$ cat config.mk
export PLATFORM = sky130hd
export DESIGN_NAME = pipelined_ram
export DESIGN_NICKNAME = d
export VERILOG_FILES = /design/src/rtl/pipelined_ram.sv
export SDC_FILE = /design/constraint.sdc
export NUM_CORES = 1
export LEC_CHECK = 0
export BUFFER_PORTS_ARGS = -buffer_cell sky130_fd_sc_hd__buf_2
export CAP_MARGIN = 20
export CELL_PAD_IN_SITES_DETAIL_PLACEMENT = 2
export CELL_PAD_IN_SITES_GLOBAL_PLACEMENT = 2
export CORE_AREA = 2 2 153 155
export DETAILED_ROUTE_END_ITERATION = 16
export DIE_AREA = 0 0 155 157
export PLACE_DENSITY = 0.89
export SLEW_MARGIN = 20
export SYNTH_ARGS = -nofsm -noshare
export SYNTH_HDL_FRONTEND = slang
export SYNTH_SLANG_ARGS = --single-unit
$ cat constraint.sdc
create_clock -name clk -period 1.4 [get_ports clk]
set_input_delay 0.14 -clock clk [delete_from_list [all_inputs] [get_ports clk]]
set_output_delay 0.14 -clock clk [all_outputs]
set_load 0.005 [all_outputs]
$ cat src/rtl/pipelined_ram.sv
// -----------------------------------------------------------------------------
// pipelined_ram
//
// Single-clock simple dual-port RAM (one write port, one read port) with
// per-byte write enables and a 1- or 2-cycle registered read pipeline.
//
// Parameters
//   DATA_W      word width, multiple of 8 (LANES = DATA_W/8 byte lanes)
//   ADDR_W      address width
//   DEPTH       number of words, 1 <= DEPTH <= 2**ADDR_W
//   RD_LAT      read latency, 1 or 2
//   WRITE_FIRST 1: a same-address read sees the bytes being written
//               0: a same-address read sees the old word
//
// Ports
//   clk        master clock, everything updates on the rising edge
//   rst_n      asynchronous active-low reset (pipeline only, not the array)
//   we         write enable
//   wr_addr    write address (writes at or above DEPTH are dropped)
//   wr_be      per-byte write enable, bit i covers wr_data[8i+7:8i]
//   wr_data    write word
//   re         read enable
//   rd_addr    read address (reads at or above DEPTH return zero)
//   rd_data    read word, holds its value between results
//   rd_valid   one-cycle pulse per completed read
//   init_busy  clear sequencer active
//
// Build option
//   PIPELINED_RAM_CLEAR_EN  when defined, every reset release zeroes the
//   array one word per cycle (init_busy high meanwhile, we/re ignored).
//   When undefined, init_busy is tied low and the array has no reset.
// -----------------------------------------------------------------------------
module pipelined_ram #(
    parameter int DATA_W      = 8,
    parameter int ADDR_W      = 5,
    parameter int DEPTH       = 32,
    parameter int RD_LAT      = 1,
    parameter int WRITE_FIRST = 0
) (
    input  logic                  clk,
    input  logic                  rst_n,
    input  logic                  we,
    input  logic [ADDR_W-1:0]     wr_addr,
    input  logic [DATA_W/8-1:0]   wr_be,
    input  logic [DATA_W-1:0]     wr_data,
    input  logic                  re,
    input  logic [ADDR_W-1:0]     rd_addr,
    output logic [DATA_W-1:0]     rd_data,
    output logic                  rd_valid,
    output logic                  init_busy
);

    localparam int LANES = DATA_W / 8;

    // Extended by one bit so DEPTH == 2**ADDR_W compares correctly.
    localparam logic [ADDR_W:0] DEPTH_LIM = (ADDR_W + 1)'(DEPTH);

    // -------------------------------------------------------------------------
    // Clear sequencer
    // -------------------------------------------------------------------------
    logic              clr_busy;
    logic [ADDR_W-1:0] clr_addr;

`ifdef PIPELINED_RAM_CLEAR_EN
    localparam logic [ADDR_W:0] LAST_ADDR = (ADDR_W + 1)'(DEPTH - 1);

    logic              clr_busy_q, clr_busy_d;
    logic [ADDR_W-1:0] clr_addr_q, clr_addr_d;

    always_comb begin
        clr_busy_d = clr_busy_q;
        clr_addr_d = clr_addr_q;
        if (clr_busy_q) begin
            // The last word is written on the same edge that drops busy.
            if ({1'b0, clr_addr_q} == LAST_ADDR) begin
                clr_busy_d = 1'b0;
            end else begin
                clr_addr_d = clr_addr_q + 1'b1;
            end
        end
    end

    // Busy is held high through reset so the sweep restarts from 0 on every
    // release, including a reset that lands mid-sweep.
    always_ff @(posedge clk or negedge rst_n) begin
        if (!rst_n) begin
            clr_busy_q <= 1'b1;
            clr_addr_q <= '0;
        end else begin
            clr_busy_q <= clr_busy_d;
            clr_addr_q <= clr_addr_d;
        end
    end

    assign clr_busy = clr_busy_q;
    assign clr_addr = clr_addr_q;
`else
    assign clr_busy = 1'b0;
    assign clr_addr = '0;
`endif

    assign init_busy = clr_busy;

    // -------------------------------------------------------------------------
    // Request qualification
    // -------------------------------------------------------------------------
    logic              wr_hit;
    logic              rd_req;
    logic              rd_in_range;
    logic              same_addr;
    logic [ADDR_W-1:0] mem_addr;
    logic [DATA_W-1:0] mem_wdata;
    logic [LANES-1:0]  mem_lane_we;
    logic [DATA_W-1:0] rd_old;
    logic [DATA_W-1:0] rd_merge;

    always_comb begin
        wr_hit      = we && !clr_busy && ({1'b0, wr_addr} < DEPTH_LIM);
        rd_req      = re && !clr_busy;
        rd_in_range = ({1'b0, rd_addr} < DEPTH_LIM);
        same_addr   = wr_hit && (wr_addr == rd_addr);
        // The clear sequencer owns the write port while it runs.
        mem_addr    = clr_busy ? clr_addr : wr_addr;
        mem_wdata   = clr_busy ? '0 : wr_data;
    end

    // -------------------------------------------------------------------------
    // Storage: one byte-wide array per lane so byte enables map onto
    // independent write strobes.
    // -------------------------------------------------------------------------
    generate
        for (genvar gi = 0; gi < LANES; gi++) begin : g_lane
            logic [7:0] mem [DEPTH];

            assign mem_lane_we[gi] = clr_busy || (wr_hit && wr_be[gi]);

            always_ff @(posedge clk) begin
                if (mem_lane_we[gi]) begin
                    mem[mem_addr] <= mem_wdata[8*gi +: 8];
                end
            end

            assign rd_old[8*gi +: 8] = mem[rd_addr];

            // Write-first bypass is per lane: only enabled bytes are
            // forwarded, the rest come from the stored word.
            assign rd_merge[8*gi +: 8] =
                ((WRITE_FIRST != 0) && same_addr && wr_be[gi]) ?
                wr_data[8*gi +: 8] : rd_old[8*gi +: 8];
        end
    endgenerate

    // -------------------------------------------------------------------------
    // Stage 1: array read captured into the first pipeline register.
    // Data only moves on a read so the output holds between results.
    // -------------------------------------------------------------------------
    logic              s1_valid_q, s1_valid_d;
    logic [DATA_W-1:0] s1_data_q,  s1_data_d;

    always_comb begin
        s1_valid_d = rd_req;
        s1_data_d  = s1_data_q;
        if (rd_req) begin
            s1_data_d = rd_in_range ? rd_merge : '0;
        end
    end

    always_ff @(posedge clk or negedge rst_n) begin
        if (!rst_n) begin
            s1_valid_q <= 1'b0;
            s1_data_q  <= '0;
        end else begin
            s1_valid_q <= s1_valid_d;
            s1_data_q  <= s1_data_d;
        end
    end

    // -------------------------------------------------------------------------
    // Optional stage 2: plain register copy of stage 1.
    // -------------------------------------------------------------------------
    generate
        if (RD_LAT == 2) begin : g_lat2
            logic              s2_valid_q, s2_valid_d;
            logic [DATA_W-1:0] s2_data_q,  s2_data_d;

            always_comb begin
                s2_valid_d = s1_valid_q;
                s2_data_d  = s2_data_q;
                if (s1_valid_q) begin
                    s2_data_d = s1_data_q;
                end
            end

            always_ff @(posedge clk or negedge rst_n) begin
                if (!rst_n) begin
                    s2_valid_q <= 1'b0;
                    s2_data_q  <= '0;
                end else begin
                    s2_valid_q <= s2_valid_d;
                    s2_data_q  <= s2_data_d;
                end
            end

            assign rd_valid = s2_valid_q;
            assign rd_data  = s2_data_q;
        end else begin : g_lat1
            assign rd_valid = s1_valid_q;
            assign rd_data  = s1_data_q;
        end
    endgenerate

endmodule

==> impl_results.md <==
* Worst slew pin tran at 0.646 ns
* Non-Filler Instances at a little over 1000
* Die area at 0.0243 mm^2
* Synthesized cell area at 0.0105 mm^2
* # diodes at 0
* CP Cell Sequence: mux2i_1 > a22oi_1 > a21oi_1 > nor4_1 > mux2_4
* Count of cell types in the netlist at 25
* Cell family with most CP delay: compound AO/OA/AOI/OAI gates
* Pre-antenna DRT Iters at 5
* CP Data Required Time at between 1.5 and 2 ns
* DR iter-0 viols at 700
* Worst hold path class: input port to register
* Worst setup path category: register to register
* Slowest-stage cell, CP: a22oi_1
* Largest fanout on the critical path at 1
* Area delta synth->final at 23.9%
* Post-Synthesis Cells at slightly below 600
* Status: complete, but fails checks
* Unrepaired setup endpoints after global routing: yes
* Top post-synthesis cells by area: edfxtp_1, mux2i_1, a22oi_1
* Predominant post-synthesis flop cell: edfxtp_1
* CTS sink cnt at 265
* Max-Cap Viols at 0
* Die Height at ~160 um
* Critical Path Sink: rd_data[6]
* Total gr overflow at 0
* Setup slack, reg-to-reg at -0.29 ns
* Final WL at 39700 um
* Rel. slew slack at 56.9%
* Num ports at 33
* DIE WIDTH at 155 um
* # setup viols final at 8
* Largest stage delay, worst path at 0.39 ns
* Fin. Hold Viols at 0
* Longest Clk Path Bufs at 3
* CP Launch Type: register
* Core area at 0.0225 mm^2
* Port bufs at 31
* Fin worst setup slack at -0.288 ns
* Initial Util at 46.5%
* Synth warn at 0
* Via density at 6.38
* Crit path DAT at 2.18 ns
* Wire per inst at 38.9 um
* Share of cells above drive strength 1 at 34.9%
* Nets@finish at 738
* Total Power at roughly 18 mW
* DRC at 0
* Post-synthesis net count at 619
* Yosys top cell by area: edfxtp_1
* Vias in the first global route at 7079
* Pwr dens at 1360 mW/mm^2
* H-tree Lvls at 1
* Setup_tns at -1.56 ns
* Number of synthesized flops with an enable pin at 256
* Synth top area share at 73.5%
* Max rail drop VDD at 0.842 mV
* Failing checks: setup timing
* Via count at 6525
* Layout Skew at 0.0233 ns
* Post-CTS Setup Bufs at 0
* Seq cells post-synth at 265
* CTS buffer count at 28
* Largest net degree at the start of global routing at 33
* Clk Tree Root Cell: clkbuf_16
* Mean post-synth cell area at 17.6 um^2
* WP buf/inv at 0
* Place WS at -0.713 ns
* End of the worst register-to-register path: rd_data[6]
* Initial antenna violation count at 2
* Slew Viols, Final at 0
* Rows at 55
* Fin crit period at 1.69 ns
* Leakage at 4.50 nW
* Post-synth top cells: edfxtp_1, mux2i_1, a22oi_1
* Hold_sp: wr_data[1]
* CP Launch Point: g_lane[0].mem[20][6]
* Register area share after synthesis at 75.6%
* Gp weighted congestion at just over 0.8
* TritonCTS clock tree: done
* Final period utilization at 121%
* FF-to-FF Start: g_lane[0].mem[20][6]
* Routed Antenna Nets at 0
* Levels on crit path at 5
* Worst-Skew Late Latency at 0.57 ns
* GRT Total Usage at 32.3%
* Most frequent cell after synthesis: edfxtp_1
* Dpl cells at between 900 and 1000
* # fillers at 1820
* Global-route wire length before repair at 54700 um
* R2R cell count at 5
* Clk pin slew, worst setup/hold paths at 0.07 ns
* CP Capture Type: register
* Dpl hpwl at ~22000 um
* Maximum clock rate at around 0.59 GHz
* Synth async-reset ratio at 3.40%
## registers in the layout, indices dropped and copies added, names as in the netlist
signal,flops
g_lane.mem,256
rd_data,8
rd_valid,1
## what timing repair did
item | CTS | global route
setup endpoints to repair | 8 | 8
gates cloned | 0 | 0
hold endpoints to repair | 10 | 0
resized for setup | 62 | 39
pin swaps | 18 | 19
hold buffers | 3 | 0
## cell type report
cell class	count	area, um^2	share of cell area (%)
multi-input combinational	296	2810	21.7
sequential	265	7910	61.0
timing repair buffer	124	1030	7.94
clock inverter	11	53.8	0.415
tap	285	357	2.75
clock buffer	41	801	6.18
## per-stage QoR
stage,hold WS (ns),utilization [%],area [um^2]
CTS,0.0339,56.8,12800
global placement,0.00901,51.6,11600
global route,0.0429,57.6,13000
finish,0.0326,57.6,13000
floorplan,-0.156,-,10500
detailed placement,0.0292,51.6,11600
## power breakdown
group	internal, mW	total (mW)	switching [mW]
Sequential	8.78	8.86	0.0815
Clock	3.96	7.36	3.40
Combinational	0.529	1.38	0.853
Total	13.3	17.6	4.34
## worst min path at each step
stage	to	slack (ns)	cells after the start
3_5_place_dp	rd_data[5]	0.03	1
6_report	g_lane[0].mem[6][1]	0.03	2
2_1_floorplan	rd_data[0]	-0.16	0
5_1_grt	g_lane[0].mem[6][1]	0.04	2
4_1_cts	g_lane[0].mem[28][1]	0.03	2
3_3_place_gp	rd_valid	0.009	1
## per-layer routing
layer,GRT usage [%],share of wire [%],vias to the layer above
met5,0,0.020,-
met4,14.6,4.5,2
met3,5.53,7.2,103
met2,56.8,51,401
met1,39.3,37,3409
li1,-,-,2610
## cells by family (layout without fill, tap and decap cells)
kind of cell | count (synthesis) | count (layout) | share of synthesized area [%]
compound gates | 96 | 96 | 6.12
buf+inv | 35 | 176 | 2.16
flops | 265 | 265 | 75.6
mux | 136 | 136 | 13.1
other cells | 1 | 1 | 0.0358
simple gates | 63 | 63 | 2.93
## layout by cell type, fill, tap and decap left out
cell | synthesis | final
edfxtp_1 | 256 | 256
mux2i_1 | 128 | 103
buf_4 | 8 | 77
a22oi_1 | 64 | 35
nor2_1 | 35 | 32
buf_2 | 10 | 30
a22oi_2 | 0 | 29
clkbuf_16 | 0 | 29
mux2i_2 | 0 | 21
a21oi_2 | 0 | 20
buf_12 | 0 | 13
a21oi_1 | 32 | 9
clkbuf_1 | 8 | 9
dfrtp_1 | 9 | 9
mux2_4 | 0 | 8
clkinv_1 | 0 | 6
nand2_1 | 4 | 4
mux2i_4 | 0 | 4
nor2_2 | 0 | 3
nand3b_1 | 3 | 3
a21oi_4 | 0 | 3
nor4_4 | 0 | 3
nor4_2 | 0 | 3
clkinv_2 | 0 | 3
clkbuf_8 | 0 | 3
dlygate4sd3_1 | 0 | 3
or3b_2 | 2 | 2
or3_1 | 2 | 2
nor2b_2 | 0 | 2
nand2b_1 | 2 | 2
nor4_1 | 8 | 2
nand4_1 | 1 | 1
nand4b_1 | 1 | 1
nand3_1 | 1 | 1
and2_1 | 1 | 1
or2_2 | 1 | 1
conb_1 | 1 | 1
inv_6 | 0 | 1
clkinvlp_4 | 0 | 1
buf_6 | 7 | 1
## worst reg2reg max path: cells and delay by family (launching register included)
family	cells	cell delay (ns)
flops	1	0.37
mux	2	0.33
compound gates	2	0.55
simple gates	1	0.39
(Power assumes the default switching activity.)
